--- src/rtl/rx_framer_if.sv ---
// rx_framer_if: bit stream, control and CPU FIFO-side signals of the receive framer.
// The master modport is the demodulator/CPU side. The slave modport is the framer.
`ifndef CH_IDX_W
`define CH_IDX_W 6
`endif
`ifndef PREAMBLE_MSB1
`define PREAMBLE_MSB1 8'hAA
`endif
`ifndef PREAMBLE_MSB0
`define PREAMBLE_MSB0 8'h55
`endif

interface rx_framer_if #(
  parameter int TIMEOUT_W = 16
);
  logic                 en;
  logic                 rx;
  logic                 rx_valid;
  logic                 rxstart;
  logic                 rxready;
  logic [`CH_IDX_W-1:0] ch_idx;
  logic [31:0]          aa;
  logic [5:0]           rx_len;
  logic [TIMEOUT_W-1:0] timeout;
  logic [7:0]           rxdata_out;
  logic                 rd_en;
  logic                 empty;
  logic                 crc_ok;
  logic                 aa_timeout;
  logic                 overflow;

  modport master (
    output en, rx, rx_valid, rxstart, ch_idx, aa, rx_len, timeout, rd_en,
    input  rxready, rxdata_out, empty, crc_ok, aa_timeout, overflow
  );

  modport slave (
    input  en, rx, rx_valid, rxstart, ch_idx, aa, rx_len, timeout, rd_en,
    output rxready, rxdata_out, empty, crc_ok, aa_timeout, overflow
  );
endinterface

--- src/rtl/rx_framer.sv ---
// rx_framer: access-address search, dewhitening and CRC-24 check, with payload bytes written to a FWFT byte FIFO.
// Defining RX_PREAMBLE_CHK_EN makes the search also require the 8-bit preamble ahead of the access address.
`ifndef PREAMBLE_MSB1
`define PREAMBLE_MSB1 8'hAA
`endif
`ifndef PREAMBLE_MSB0
`define PREAMBLE_MSB0 8'h55
`endif

module rx_framer #(
  parameter int          FIFO_DEPTH_LOG2 = 6,
  parameter int          TIMEOUT_W       = 16,
  parameter logic [23:0] CRC_INIT        = 24'h555555
) (
  input  logic        clk,
  input  logic        rst,
  rx_framer_if.slave  bus
);
  localparam int DEPTH = 1 << FIFO_DEPTH_LOG2;
`ifdef RX_PREAMBLE_CHK_EN
  localparam int SR_W = 40;
`else
  localparam int SR_W = 32;
`endif

  typedef enum logic [2:0] {IDLE, SEARCH, DATA, CRC, DONE} state_t;
  state_t r_state, w_state_nxt;

  logic                       r_rxstart;
  logic [SR_W-2:0]            r_sr;
  logic [TIMEOUT_W-1:0]       r_tcnt;
  logic [6:0]                 r_wlfsr;
  logic [23:0]                r_crc;
  logic [22:0]                r_cmp;
  logic [6:0]                 r_byte;
  logic [4:0]                 r_bitcnt;
  logic [5:0]                 r_bytecnt;
  logic                       r_rxready, r_crc_ok, r_aa_timeout, r_overflow;
  logic [7:0]                 r_mem [DEPTH];
  logic [FIFO_DEPTH_LOG2-1:0] r_wptr, r_rptr;
  logic [FIFO_DEPTH_LOG2:0]   r_count;

  logic                 w_bit, w_match, w_tmo, w_dbit, w_crc_fb;
  logic [SR_W-1:0]      w_sr_nxt;
  logic [TIMEOUT_W-1:0] w_tcnt_nxt;
  logic [7:0]           w_byte_nxt;
  logic [23:0]          w_cmp_nxt, w_crc_nxt;
  logic [6:0]           w_wlfsr_nxt;
  logic [5:0]           w_len;
  logic                 w_byte_done, w_last_byte, w_crc_done, w_full, w_empty, w_wr, w_rd;
  logic                 w_arm, w_srch, w_hit, w_tmo_evt, w_data_bit, w_crc_bit, w_fin;

  assign w_bit       = bus.en & bus.rx_valid;
  assign w_sr_nxt    = {r_sr, bus.rx};
  assign w_tcnt_nxt  = r_tcnt + 1'b1;
  assign w_tmo       = (bus.timeout != '0) && (w_tcnt_nxt == bus.timeout);
`ifdef RX_PREAMBLE_CHK_EN
  assign w_match     = (w_sr_nxt == {(bus.aa[31] ? `PREAMBLE_MSB1 : `PREAMBLE_MSB0), bus.aa});
`else
  assign w_match     = (w_sr_nxt == bus.aa);
`endif
  assign w_dbit      = bus.rx ^ r_wlfsr[6];
  assign w_wlfsr_nxt = {r_wlfsr[5:4], r_wlfsr[3] ^ r_wlfsr[6], r_wlfsr[2:0], r_wlfsr[6]};
  assign w_byte_nxt  = {r_byte, w_dbit};
  assign w_cmp_nxt   = {r_cmp, w_dbit};
  assign w_crc_fb    = r_crc[23] ^ w_dbit;
  assign w_crc_nxt   = {r_crc[22:0], 1'b0} ^ (w_crc_fb ? 24'h00065B : 24'h000000);
  assign w_len       = (bus.rx_len == 6'd0) ? 6'd1 : bus.rx_len;
  assign w_byte_done = (r_bitcnt == 5'd7);
  assign w_last_byte = ((r_bytecnt + 6'd1) == w_len);
  assign w_crc_done  = (r_bitcnt == 5'd23);
  assign w_full      = r_count[FIFO_DEPTH_LOG2];
  assign w_empty     = (r_count == '0);
  assign w_wr        = w_data_bit & w_byte_done & ~w_full;
  assign w_rd        = bus.rd_en & ~w_empty;

  always_ff @(posedge clk) begin
    if (rst)         r_state <= IDLE;
    else if (bus.en) r_state <= w_state_nxt;
  end

  // A registered rxstart re-arms from any state, aborting the packet in flight.
  always_comb begin
    w_state_nxt = r_state;
    if (r_rxstart) begin
      w_state_nxt = SEARCH;
    end else begin
      case (r_state)
        IDLE:    w_state_nxt = IDLE;
        SEARCH:  if (w_bit && w_match) w_state_nxt = DATA;
                 else if (w_bit && w_tmo) w_state_nxt = IDLE;
        DATA:    if (w_bit && w_byte_done && w_last_byte) w_state_nxt = CRC;
        CRC:     if (w_bit && w_crc_done) w_state_nxt = DONE;
        DONE:    w_state_nxt = IDLE;
        default: w_state_nxt = IDLE;
      endcase
    end
  end

  always_comb begin
    w_arm      = r_rxstart;
    w_srch     = 1'b0;
    w_hit      = 1'b0;
    w_tmo_evt  = 1'b0;
    w_data_bit = 1'b0;
    w_crc_bit  = 1'b0;
    w_fin      = 1'b0;
    if (!r_rxstart) begin
      case (r_state)
        SEARCH: begin
          w_srch    = w_bit;
          w_hit     = w_bit & w_match;
          w_tmo_evt = w_bit & ~w_match & w_tmo;
        end
        DATA:    w_data_bit = w_bit;
        CRC:     w_crc_bit  = w_bit;
        DONE:    w_fin      = 1'b1;
        default: w_fin      = 1'b0;
      endcase
    end
  end

  always_ff @(posedge clk) begin
    if (rst) begin
      r_rxstart <= 1'b0;  r_sr <= '0;        r_tcnt <= '0;     r_wlfsr <= '0;
      r_crc <= '0;        r_cmp <= '0;       r_byte <= '0;     r_bitcnt <= '0;
      r_bytecnt <= '0;    r_rxready <= 1'b1; r_crc_ok <= 1'b0;
      r_aa_timeout <= 1'b0;                  r_overflow <= 1'b0;
    end else if (bus.en) begin
      r_rxstart <= bus.rxstart;
      if (w_arm) begin
        r_rxready <= 1'b0;  r_crc_ok <= 1'b0;  r_aa_timeout <= 1'b0;  r_overflow <= 1'b0;
        r_tcnt <= '0;       r_sr <= '0;        r_bitcnt <= '0;        r_bytecnt <= '0;
      end
      if (w_srch) begin
        r_sr   <= w_sr_nxt[SR_W-2:0];
        r_tcnt <= w_tcnt_nxt;
      end
      if (w_hit) begin
        r_wlfsr   <= {1'b1, bus.ch_idx};
        r_crc     <= CRC_INIT;
        r_bitcnt  <= '0;
        r_bytecnt <= '0;
      end
      if (w_tmo_evt) begin
        r_aa_timeout <= 1'b1;
        r_rxready    <= 1'b1;
      end
      if (w_data_bit | w_crc_bit) r_wlfsr <= w_wlfsr_nxt;
      if (w_data_bit) begin
        r_byte   <= w_byte_nxt[6:0];
        r_crc    <= w_crc_nxt;
        r_bitcnt <= w_byte_done ? 5'd0 : r_bitcnt + 5'd1;
        if (w_byte_done) begin
          r_bytecnt <= r_bytecnt + 6'd1;
          if (w_full) r_overflow <= 1'b1;
        end
      end
      if (w_crc_bit) begin
        r_cmp    <= w_cmp_nxt[22:0];
        r_bitcnt <= r_bitcnt + 5'd1;
        if (w_crc_done) r_crc_ok <= (w_cmp_nxt == r_crc);
      end
      if (w_fin) r_rxready <= 1'b1;
    end
  end

  // Flush on arm takes priority over any read issued in the same cycle.
  always_ff @(posedge clk) begin
    if (rst) begin
      r_wptr <= '0;  r_rptr <= '0;  r_count <= '0;
    end else if (bus.en) begin
      if (w_arm) begin
        r_wptr <= '0;  r_rptr <= '0;  r_count <= '0;
      end else begin
        if (w_wr) r_wptr <= r_wptr + 1'b1;
        if (w_rd) r_rptr <= r_rptr + 1'b1;
        case ({w_wr, w_rd})
          2'b10:   r_count <= r_count + 1'b1;
          2'b01:   r_count <= r_count - 1'b1;
          default: r_count <= r_count;
        endcase
      end
    end
  end

  always_ff @(posedge clk) begin
    if (bus.en && w_wr) r_mem[r_wptr] <= w_byte_nxt;
  end

  assign bus.rxready    = r_rxready;
  assign bus.crc_ok     = r_crc_ok;
  assign bus.aa_timeout = r_aa_timeout;
  assign bus.overflow   = r_overflow;
  assign bus.empty      = w_empty;
  assign bus.rxdata_out = w_empty ? 8'h00 : r_mem[r_rptr];
endmodule

--- src/flat_wrapper.sv ---
// flat-port wrapper written by rule: the top's interface ports become plain ports
module rx_framer_flat 
#(
  parameter int          FIFO_DEPTH_LOG2 = 6,
  parameter int          TIMEOUT_W       = 16,
  parameter logic [23:0] CRC_INIT        = 24'h555555
)
  (clk, rst, bus_en, bus_rx, bus_rx_valid, bus_rxstart, bus_ch_idx, bus_aa, bus_rx_len, bus_timeout, bus_rd_en, bus_rxready, bus_rxdata_out, bus_empty, bus_crc_ok, bus_aa_timeout, bus_overflow);
  rx_framer_if #(.TIMEOUT_W(TIMEOUT_W)) bus_i ();
  input  logic clk;
  input  logic rst;
  input wire logic [$bits(bus_i.en)-1:0] bus_en;
  input wire logic [$bits(bus_i.rx)-1:0] bus_rx;
  input wire logic [$bits(bus_i.rx_valid)-1:0] bus_rx_valid;
  input wire logic [$bits(bus_i.rxstart)-1:0] bus_rxstart;
  input wire logic [$bits(bus_i.ch_idx)-1:0] bus_ch_idx;
  input wire logic [$bits(bus_i.aa)-1:0] bus_aa;
  input wire logic [$bits(bus_i.rx_len)-1:0] bus_rx_len;
  input wire logic [$bits(bus_i.timeout)-1:0] bus_timeout;
  input wire logic [$bits(bus_i.rd_en)-1:0] bus_rd_en;
  output wire logic [$bits(bus_i.rxready)-1:0] bus_rxready;
  output wire logic [$bits(bus_i.rxdata_out)-1:0] bus_rxdata_out;
  output wire logic [$bits(bus_i.empty)-1:0] bus_empty;
  output wire logic [$bits(bus_i.crc_ok)-1:0] bus_crc_ok;
  output wire logic [$bits(bus_i.aa_timeout)-1:0] bus_aa_timeout;
  output wire logic [$bits(bus_i.overflow)-1:0] bus_overflow;
  assign bus_i.en = bus_en;
  assign bus_i.rx = bus_rx;
  assign bus_i.rx_valid = bus_rx_valid;
  assign bus_i.rxstart = bus_rxstart;
  assign bus_i.ch_idx = bus_ch_idx;
  assign bus_i.aa = bus_aa;
  assign bus_i.rx_len = bus_rx_len;
  assign bus_i.timeout = bus_timeout;
  assign bus_i.rd_en = bus_rd_en;
  assign bus_rxready = bus_i.rxready;
  assign bus_rxdata_out = bus_i.rxdata_out;
  assign bus_empty = bus_i.empty;
  assign bus_crc_ok = bus_i.crc_ok;
  assign bus_aa_timeout = bus_i.aa_timeout;
  assign bus_overflow = bus_i.overflow;
  rx_framer #(.FIFO_DEPTH_LOG2(FIFO_DEPTH_LOG2), .TIMEOUT_W(TIMEOUT_W), .CRC_INIT(CRC_INIT)) u_core (.clk(clk), .rst(rst), .bus(bus_i));
endmodule
--- config.mk ---
export PLATFORM = sky130hd
export DESIGN_NAME = rx_framer_flat
export DESIGN_NICKNAME = d
export VERILOG_FILES = /design/src/rtl/rx_framer_if.sv /design/src/rtl/rx_framer.sv /design/src/flat_wrapper.sv
export SDC_FILE = /design/constraint.sdc
export NUM_CORES = 1
export LEC_CHECK = 0
export ABC_AREA = 1
export BUFFER_PORTS_ARGS = -buffer_cell sky130_fd_sc_hd__buf_2
export CORE_MARGIN = 1.5
export CORE_UTILIZATION = 40
export CTS_CLUSTER_SIZE = 40
export DETAILED_ROUTE_END_ITERATION = 16
export PLACE_DENSITY = 0.58
export SYNTH_ARGS = -nofsm -noshare
export SYNTH_HDL_FRONTEND = slang
export SYNTH_SLANG_ARGS = --single-unit
--- constraint.sdc ---
create_clock -name clk -period 9.6 [get_ports clk]
set_clock_uncertainty 0.15 [all_clocks]
set_input_delay 1.92 -clock clk [delete_from_list [all_inputs] [get_ports clk]]
set_output_delay 1.92 -clock clk [all_outputs]
set_load 0.05 [all_outputs]
======== Word-level counts from Yosys, hierarchy flattened ========
Memory sizes are Yosys's and may differ from the RTL's. A register that Yosys moved wholly into a read port is not among the register bits.
Cells that the tools add are included.
storage, ports and cells
  bits in registers ....................... 146
  RAM bits ................................ 512
  input bits .............................. 67
  output and inout bits ................... 13
  logic and storage cells ................. 144
  memories ................................ 1
memory list
  name          depth  width  rd ports  clocked after Yosys merged registers in  write ports  RTL line         text
  u_core.r_mem  64     8      1         1                                        1            rx_framer.sv:39  logic [7:0] r_mem [DEPTH];
operators by class
  add/sub/neg operators ................... 7
  eq/ne operators ......................... 15
  muxes and demuxes ....................... 58
  bitwise gates (word level) .............. 15
  reductions and logical operators ........ 31
operators by type and width
  operator               count
  $mux 6                 11
  $mux 31                2
  $mux 24                2
  $eq 32x32->1           1
  $mux 16                2
  $mux 5                 5
  $eq 24x24->1           1
  $mux 1                 24
  $xor 24x24->24         1
  $reduce_and 2->1       11
  $mux 7                 3
  $add 6x1->6 const B    3
  $add 16x1->16 const B  1
  $eq 16x16->1           1
  $reduce_bool 16->1     1
  $mux 3                 5
  $pmux 7 s2             1
  $reduce_bool 2->1      6
  $mux 11                1
  $pmux 3 s3             1
  $mux 8                 1
  $add 7x1->7 const B    1
  $and 1x1->1            7
  $logic_and 1x1->1      7
  20 further kinds       27

======== Logic depth before layout (Yosys ltp) ========
Gate-level depths: netlist (run 1).
  word-level depth ........................ 8
  gate-level depth with buffers ........... 21
  gate-level depth less buffers ........... 20

======== Least setup slack after synthesis (run 1) ========
No wires, ideal clock.
  kind .................................... input to register
  start ................................... in bus_rx_valid
  end ..................................... reg u_core.r_count[6]
  setup time .............................. 70 ps
  arrival time ............................ 4444 ps
  required time ........................... 9380 ps
  setup slack ............................. 4935 ps
  stages .................................. 17
  path through ............................ nand2_1 nor3_4 inv_2 nor2_4 inv_2 or2_1 buf_6 ha_1 fa_1 nand2_1 nand2_1 a21oi_1 nor2_1 o21ai_0 a21oi_1 nand3b_1 a21oi_1
between the ends
  word-level cells in the longest chain between the ends .. 8
RTL lines
  item                                             RTL line            text
  start, declared                                  flat_wrapper.sv:14  input wire logic [$bits(bus_i.rx_valid)-1:0] bus_rx_valid;
  $and 1x1->1 *                                    rx_framer.sv:53     assign w_bit = bus.en & bus.rx_valid;
  $mux 1 *                                         rx_framer.sv:109    case (r_state)
  $mux 1 *                                         rx_framer.sv:108    if (!r_rxstart) begin
  $and 1x1->1 * (2 in a row)                       rx_framer.sv:74     assign w_wr = w_data_bit & w_byte_done & ~w_full;
  $eq 2x1->1 or $eq 2x2->1 (tied branches)         rx_framer.sv:178    case ({w_wr, w_rd})
  $pmux 7 s2 or $reduce_bool 3->1 (tied branches)  --
  $mux 7 or $reduce_and 2->1 (tied branches)       --
  end signal, assigned                             rx_framer.sv:179    2'b10: r_count <= r_count + 1'b1;
  end signal, assigned                             rx_framer.sv:180    2'b01: r_count <= r_count - 1'b1;
  end signal, assigned                             rx_framer.sv:181    default: r_count <= r_count;
  end, declared                                    rx_framer.sv:41     logic [FIFO_DEPTH_LOG2:0] r_count;
Every way passes the cells marked *; elsewhere a longest branch is shown, timed or not.
A chain may end at the register's enable or synchronous reset.

==> results of run 1 <==
state kept, by name, summed over array words and instances, names as in the netlist, named ones only:
| signal | cells |
|---|---|
| u_core.bus.aa_timeout | 1 |
| u_core.bus.crc_ok | 1 |
| u_core.bus.overflow | 1 |
| u_core.bus.rxready | 1 |
| u_core.r_bitcnt | 5 |
| u_core.r_byte | 7 |
| u_core.r_bytecnt | 6 |
| u_core.r_cmp | 23 |
| u_core.r_count | 7 |
| u_core.r_crc | 24 |
| u_core.r_mem | 512 |
| u_core.r_rptr | 6 |
| u_core.r_rxstart | 1 |
| u_core.r_sr | 31 |
| u_core.r_state | 3 |
| u_core.r_tcnt | 16 |
| u_core.r_wlfsr | 7 |
| u_core.r_wptr | 6 |
critical path, cell delays in order (launching register included):
cell and delay, ns:
dfxtp_4 0.59, inv_6 0.60, buf_4 0.63, o21ai_0 0.15, o22ai_1 0.25, nor2_1 0.06, o311ai_0 0.72, nand3_1 0.24
a21oi_1 0.29, buf_2 0.31
Yosys cell counts, types with 13 or more instances:
cell	instances	area [µm²]
edfxtp_1	512	15400
nor2_1	439	1650
nand2_1	323	1210
o21ai_0	311	1560
dfxtp_1	152	3040
a21oi_1	132	661
clkbuf_1	125	469
nand3_1	119	596
inv_1	100	375
o221ai_1	91	797
o22ai_1	50	313
xnor2_1	42	368
xor2_1	29	254
o211ai_1	15	113
nand4_1	13	81.3
nor3_1	13	65.1
final cells by class:
type                    count  area (µm²)  area share
well taps                 931        1160      0.0373
clock buffers              86        1860      0.0596
inverters                 107         407      0.0130
flip-flops and latches    664       18400       0.590
repair buffers            100         556      0.0178
clock inverters            41         453      0.0145
multi-input cells        1654        8360       0.268
layout by cell type, fill, tap and decap left out, drive strengths merged, types with 13 or more instances in the layout:
cell      n
edfxtp  512
nor2    445
nand2   325
o21ai   312
dfxtp   152
a21oi   132
nand3   126
inv     108
buf     100
o221ai   91
clkbuf   86
o22ai    50
xnor2    42
clkinv   31
xor2     29
o211ai   15
nor3     14
nand4    13
logic make-up (layout without fill, tap and decap cells):
group,after synthesis,after routing,synth area share
AOI/OAI and AO/OA,627,627,0.132
xor gates and xnor gates,72,72,0.0232
adders and majority gates,12,12,0.00568
buffers and inverters,253,334,0.0351
DFF,664,664,0.664
and+or+nand+nor,943,943,0.140
layer usage:
metal	up-vias	track usage
li1	9222	-
met1	9594	0.282
met2	804	0.331
met3	133	0.0396
met4	2	0.0587
met5	-	0
final timing paths:
path                                              to  depth (start not counted)
setup / recovery                   bus_rxdata_out[0]                          9
hold / removal    u_core.bus.aa_timeout$_SDFFE_PP0P_                          2
setup reg to reg      u_core.r_count[6]$_SDFFE_PP0P_                         19
hold reg to reg   u_core.bus.aa_timeout$_SDFFE_PP0P_                          2
stage by stage:
stage / utilization / cell area [µm²]
CTS: 0.456 / 31300
global placement: 0.422 / 28900
detailed placement: 0.422 / 28900
floorplan: - / 27700
finish: 0.456 / 31300
global route: 0.456 / 31300
where the power goes:
part           switching, W  total, W  internal (W)
logic              0.000208  0.000285     0.0000777
clock network       0.00115   0.00271       0.00156
registers         0.0000364   0.00314       0.00310
==> out/metrics.csv, run 1 <==
metric;value;unit
# H-tree levels;3;
Max Used Layer;met5;
Reg-to-Reg Start;u_core.r_state[0]$_SDFFE_PP0P_;
pre-CTS WS;3.24;ns
post-CTS resize count;0;
met3 WL;5830;µm
WP data required;7.53;ns
Setup WS post-layout;2.99;ns
Core Region;0.0686;mm²
R2R Setup Slk;5.03;ns
Pwr Density;196;mW/mm²
Tot GR Track Use;0.205;
# Max-Cap Violations;0;
standard-cell rows;96;
Peak VDD IR;0.000124;V
CP startpoint kind;flop;
Clock transition at path regs;0.06;ns
register area share after synthesis;0.664;
Detail Route Antenna Nets;0;
Post-synth EDFFs;512;
Setup violations, final;0;
cell count after synthesis;2571;
Worst-Skew Late Latency;0.62;ns
Post-Place Cells;3456;
met2 WL;34100;µm
fin. max-slew vios;0;
WL final;73300;µm
CTS tree;yes;
fin cells;3583;
CP arrival;4.54;ns
status;completed;
cts-stage hold buffer count;0;
register bit total from synthesis;664;
I/O pin cnt;80;
Hold Crit Start;u_core.bus.aa_timeout$_SDFFE_PP0P_;
Port Buffers;79;
Post-CTS Setup Inserts;0;
initial antenna violation count;1;
fin crit period;6.61;ns
antenna cells;0;
Post-synth top flop;edfxtp_1;
Initial Util;0.404;
chip width;266;µm
first-pass GRT wire length;112000;µm
Worst Tran Pin Value;1.24;ns
clk buf depth;3;
Clock Sinks;664;
final net count;2677;
final hold viol count;0;
power consumption;0.00614;W
worst rel slew slack;0.175;
unrepaired setup endpoints after global routing;no;
Area Growth Syn to Fin;12.7;%
Fillers;6287;
final setup TNS;0;ns
Hold WS;0.323;ns
critical-path maximum fanout;101;
type of the worst min-delay path;flop to flop;
Vias;19755;
initial DRC count;2169;
CP endpoint kind;output pin;
vias per inst;5.51;
number of buffers created by CTS;71;
Syn Nets;2650;
DR pass1 iterations;6;
GRT overflow;0;
Synth Cell Area;0.0277;mm²
number of library cell types mapped by synthesis;46;
DRC;0;
Final GP Congestion;0.876;
syn_area_per_cell;10.8;µm²
ys async rst share;0;
HPWL Detailed;43800;µm
Tcrit/Tclk final;0.688;
WL met1;31600;µm
CTS Root Cell;clkbuf_16;
Yosys warnings;0;
layout cells sized above 1;0.0924;
Max Clk Rate;0.151;GHz
number of global-route vias before repair;19160;
largest net degree at the start of global routing;102;
Die Y-Extent;266;µm
Die Area;0.0709;mm²
Crit Path Class;flop to output pin;
wire length per cell;20.5;µm
P_leak;10.5;nW
No activity file was read; power rests on OpenSTA's default activity.
==> inputs of run 2 (changes only) <==
Settings changed: ABC_AREA 1 to 0.
Clock period 9.6 ns to 6.7 ns, I/O delays scaled along.
==> run 2 against run 1 <==
Effect of this change:
- sequential power increased by 39%
- sequential share of layout area increased by 0.72 points
- synthesized cell count is 33% lower
- clock power up 44%
- total power up 37%
- setup slack got worse by 1.7 ns
- non-clock buffer count is 1 higher
- sequential cell count stayed put
- largest power group unchanged
- largest cell class unchanged
- area after synthesis decreased by 1.9%
- die area is 1.9% lower
- worst hold slack got worse by 0.035 ns
==> out/metrics.csv, run 2 <==
metric;value;unit
final hold viol count;0;
initial DRC count;1408;
Hold Crit Start;u_core.r_byte[6]$_SDFFE_PP0P_;
unrepaired setup endpoints after global routing;no;
register name with the most flops;u_core.r_mem;
XOR/XNOR share of the synthesized area;0.0338;
final setup TNS;0;ns
# H-tree levels;3;
Port Buffers;79;
R2R Path End;u_core.r_count[6]$_SDFFE_PP0P_;
top-count cell post-synth;edfxtp_1;
type of the worst min-delay path;flop to flop;
Max Clk Rate;0.186;GHz
met3 Track Usage GR;0.0364;
Synth Area in Adders;0.00580;
largest net degree at the start of global routing;83;
grt met1 use;0.248;
register area share after synthesis;0.677;
worst rel slew slack;0.313;
FF-to-FF path depth;15;
Tot GR Track Use;0.178;
commonest non-fill, non-tap cell in the layout;edfxtp_1;
WP data required;5.21;ns
Setup violations, final;0;
Synth Area in Compound Gates;0.0471;
initial antenna violation count;2;
ys async rst share;0;
WHS Endpoint;u_core.r_mem[42][7]$_DFFE_PP_;
register bit total from synthesis;664;
post-CTS resize count;0;
fin cells;2718;
footprint of the multi-input gates;0.00836;mm²
Worst Tran Pin Value;1.03;ns
met2 GRT Util;0.281;
Worst-Skew Late Latency;0.60;ns
Post-Place Cells;2589;
layout cells sized above 1;0.216;
CP arrival;3.89;ns
DR pass1 iterations;5;
antenna cells;0;
Vias;15059;
Peak VDD IR;0.000157;V
fin. max-slew vios;0;
combinational family with the most area after synthesis;multiplexers;
most frequent cells in the layout;512 x edfxtp_1, 170 x nor2_1, 168 x mux4_2, 142 x dfxtp_1, 101 x nand2_1;
GRT overflow;0;
Synth top area share;0.565;
Detail Route Antenna Nets;0;
multiplexer area fraction after synthesis;0.142;
HPWL Detailed;37500;µm
Die Area;0.0696;mm²
Top Usage Layer GRT;met2;
Final GP Congestion;0.842;
Synth Cell Area;0.0272;mm²
R2R Setup Slk;2.26;ns
number of buffers created by CTS;70;
syn_area_per_cell;15.9;µm²
Post-synth top flop;edfxtp_1;
Fillers;5846;
CTS Root Cell;clkbuf_16;
cell count after synthesis;1715;
Clock transition at path regs;0.06;ns
Syn Nets;1794;
Die Y-Extent;264;µm
wire length per cell;22.7;µm
critical-path maximum fanout;51;
Area Growth Syn to Fin;13.5;%
vias per inst;5.54;
final net count;1867;
Crit Path Class;flop to output pin;
chip width;264;µm
P_leak;10.4;nW
CP startpoint kind;flop;
clk buf depth;3;
first-pass GRT wire length;93100;µm
simple logic cell fraction of the synthesized area;0.0767;
status;completed;
Core Region;0.0673;mm²
WL final;61800;µm
Yosys warnings;0;
fin crit period;5.38;ns
cts-stage hold buffer count;0;
Tcrit/Tclk final;0.803;
top flop regs;u_core.r_mem: 512 flops, u_core.r_sr: 31 flops, u_core.r_crc: 24 flops;
Synth top cells by count;512 x edfxtp_1, 172 x nor2_1, 168 x mux4_2, 152 x dfxtp_1, 101 x nand2_1;
CTS tree;yes;
Post-CTS Setup Inserts;0;
number of library cell types mapped by synthesis;60;
Hold Path Cell Cnt;0;
Initial Util;0.404;
top cells by area, synth;edfxtp_1 57%, mux4_2 14%, dfxtp_1 11%, nor2_1 2.4%, xor2_1 2.4%;
number of global-route vias before repair;15054;
DRC;0;
I/O pin cnt;80;
Clock Sinks;664;
Reg-to-Reg Start;u_core.r_state[1]$_SDFFE_PP0P_;
leading area contributor after synthesis;edfxtp_1;
Pwr Density;272;mW/mm²
# Max-Cap Violations;0;
max FFs per register;512;
CP endpoint kind;output pin;
storage element area;0.0184;mm²
standard-cell rows;95;
Post-synth EDFFs;512;
==> run 2: cell count changes in the layout (fill, tap and decap cells not counted), sizes merged, moves of 48 or more <==
| cell | previous run | this run |
|---|---|---|
| nand3 | 126 | 28 |
| a21oi | 132 | 82 |
| o21ai | 312 | 11 |
| mux4 | 0 | 168 |
| nand2 | 325 | 101 |
| inv | 108 | 18 |
| nor2 | 445 | 172 |
| o22ai | 50 | 2 |
| o221ai | 91 | 2 |
==> run 2: worst max-delay path, cell delays in order (launching register included) <==
cell,delay (ns)
dfxtp_4,0.77
buf_12,0.43
mux4_2,0.62
mux4_2,0.52
mux4_2,0.48
nor2b_1,0.15
buf_2,0.22
==> run 2: logic make-up after synthesis <==
logic type                 count (synthesis)
xor gates and xnor gates                 105
muxes                                    177
AOI/OAI and AO/OA                        197
adders and majority gates                 12
DFF                                      664
and+or+nand+nor                          444
buffers and inverters                    116
==> run 2: worst max path at each step <==
stage               startpoint                        endpoint  slack [ns]  depth (start not counted)
CTS                       flop               bus_rxdata_out[0]        1.23                          6
global route              flop               bus_rxdata_out[0]        1.11                          6
floorplan               bus_rx   u_core.r_crc[10]$_SDFFE_PP0P_        2.02                          4
finish                    flop               bus_rxdata_out[6]        1.32                          6
detailed placement      bus_en  u_core.r_count[6]$_SDFFE_PP0P_        1.32                         16
global placement        bus_en  u_core.r_count[6]$_SDFFE_PP0P_        1.43                         16
==> run 2: metal layers <==
metal  part of all wire  up-vias  routed length, µm
li1                   -     6847                  -
met2               0.47      398              29000
met1               0.45     7702              27600
met5            0.00055        -                 34
met4              0.028        4               1740
met3              0.056      108               3430
==> run 2: power by group <==
group / leakage, nW / internal, W / switching (W) / total [W]
Sequential: 6.47 / 0.00438 / 0.00000191 / 0.00438
Combinational: 2.81 / 0.0000367 / 0.0000722 / 0.000109
Clock: 1.12 / 0.00231 / 0.00159 / 0.00390
==> run 2: cell type report <==
class / count / area share
clock inverters: 33 / 0.0107
well taps: 873 / 0.0354
clock buffers: 96 / 0.0643
flip-flops and latches: 664 / 0.597
inverters: 16 / 0.00195
multi-input cells: 935 / 0.271
repair buffers: 101 / 0.0195
==> run 2: per-stage QoR <==
step	hold slack, ns	power, W	setup slack (ns)	utilization	area, µm²
after global routing	0.293	0.00863	1.11	0.459	30900
final	0.287	0.00839	1.32	0.459	30900
after global placement	0.276	0.00458	1.43	0.424	28500
after floorplan	0.298	0.00453	2.02	-	27200
after CTS	0.291	0.00847	1.23	0.459	30900
after detailed placement	0.281	0.00458	1.32	0.424	28500
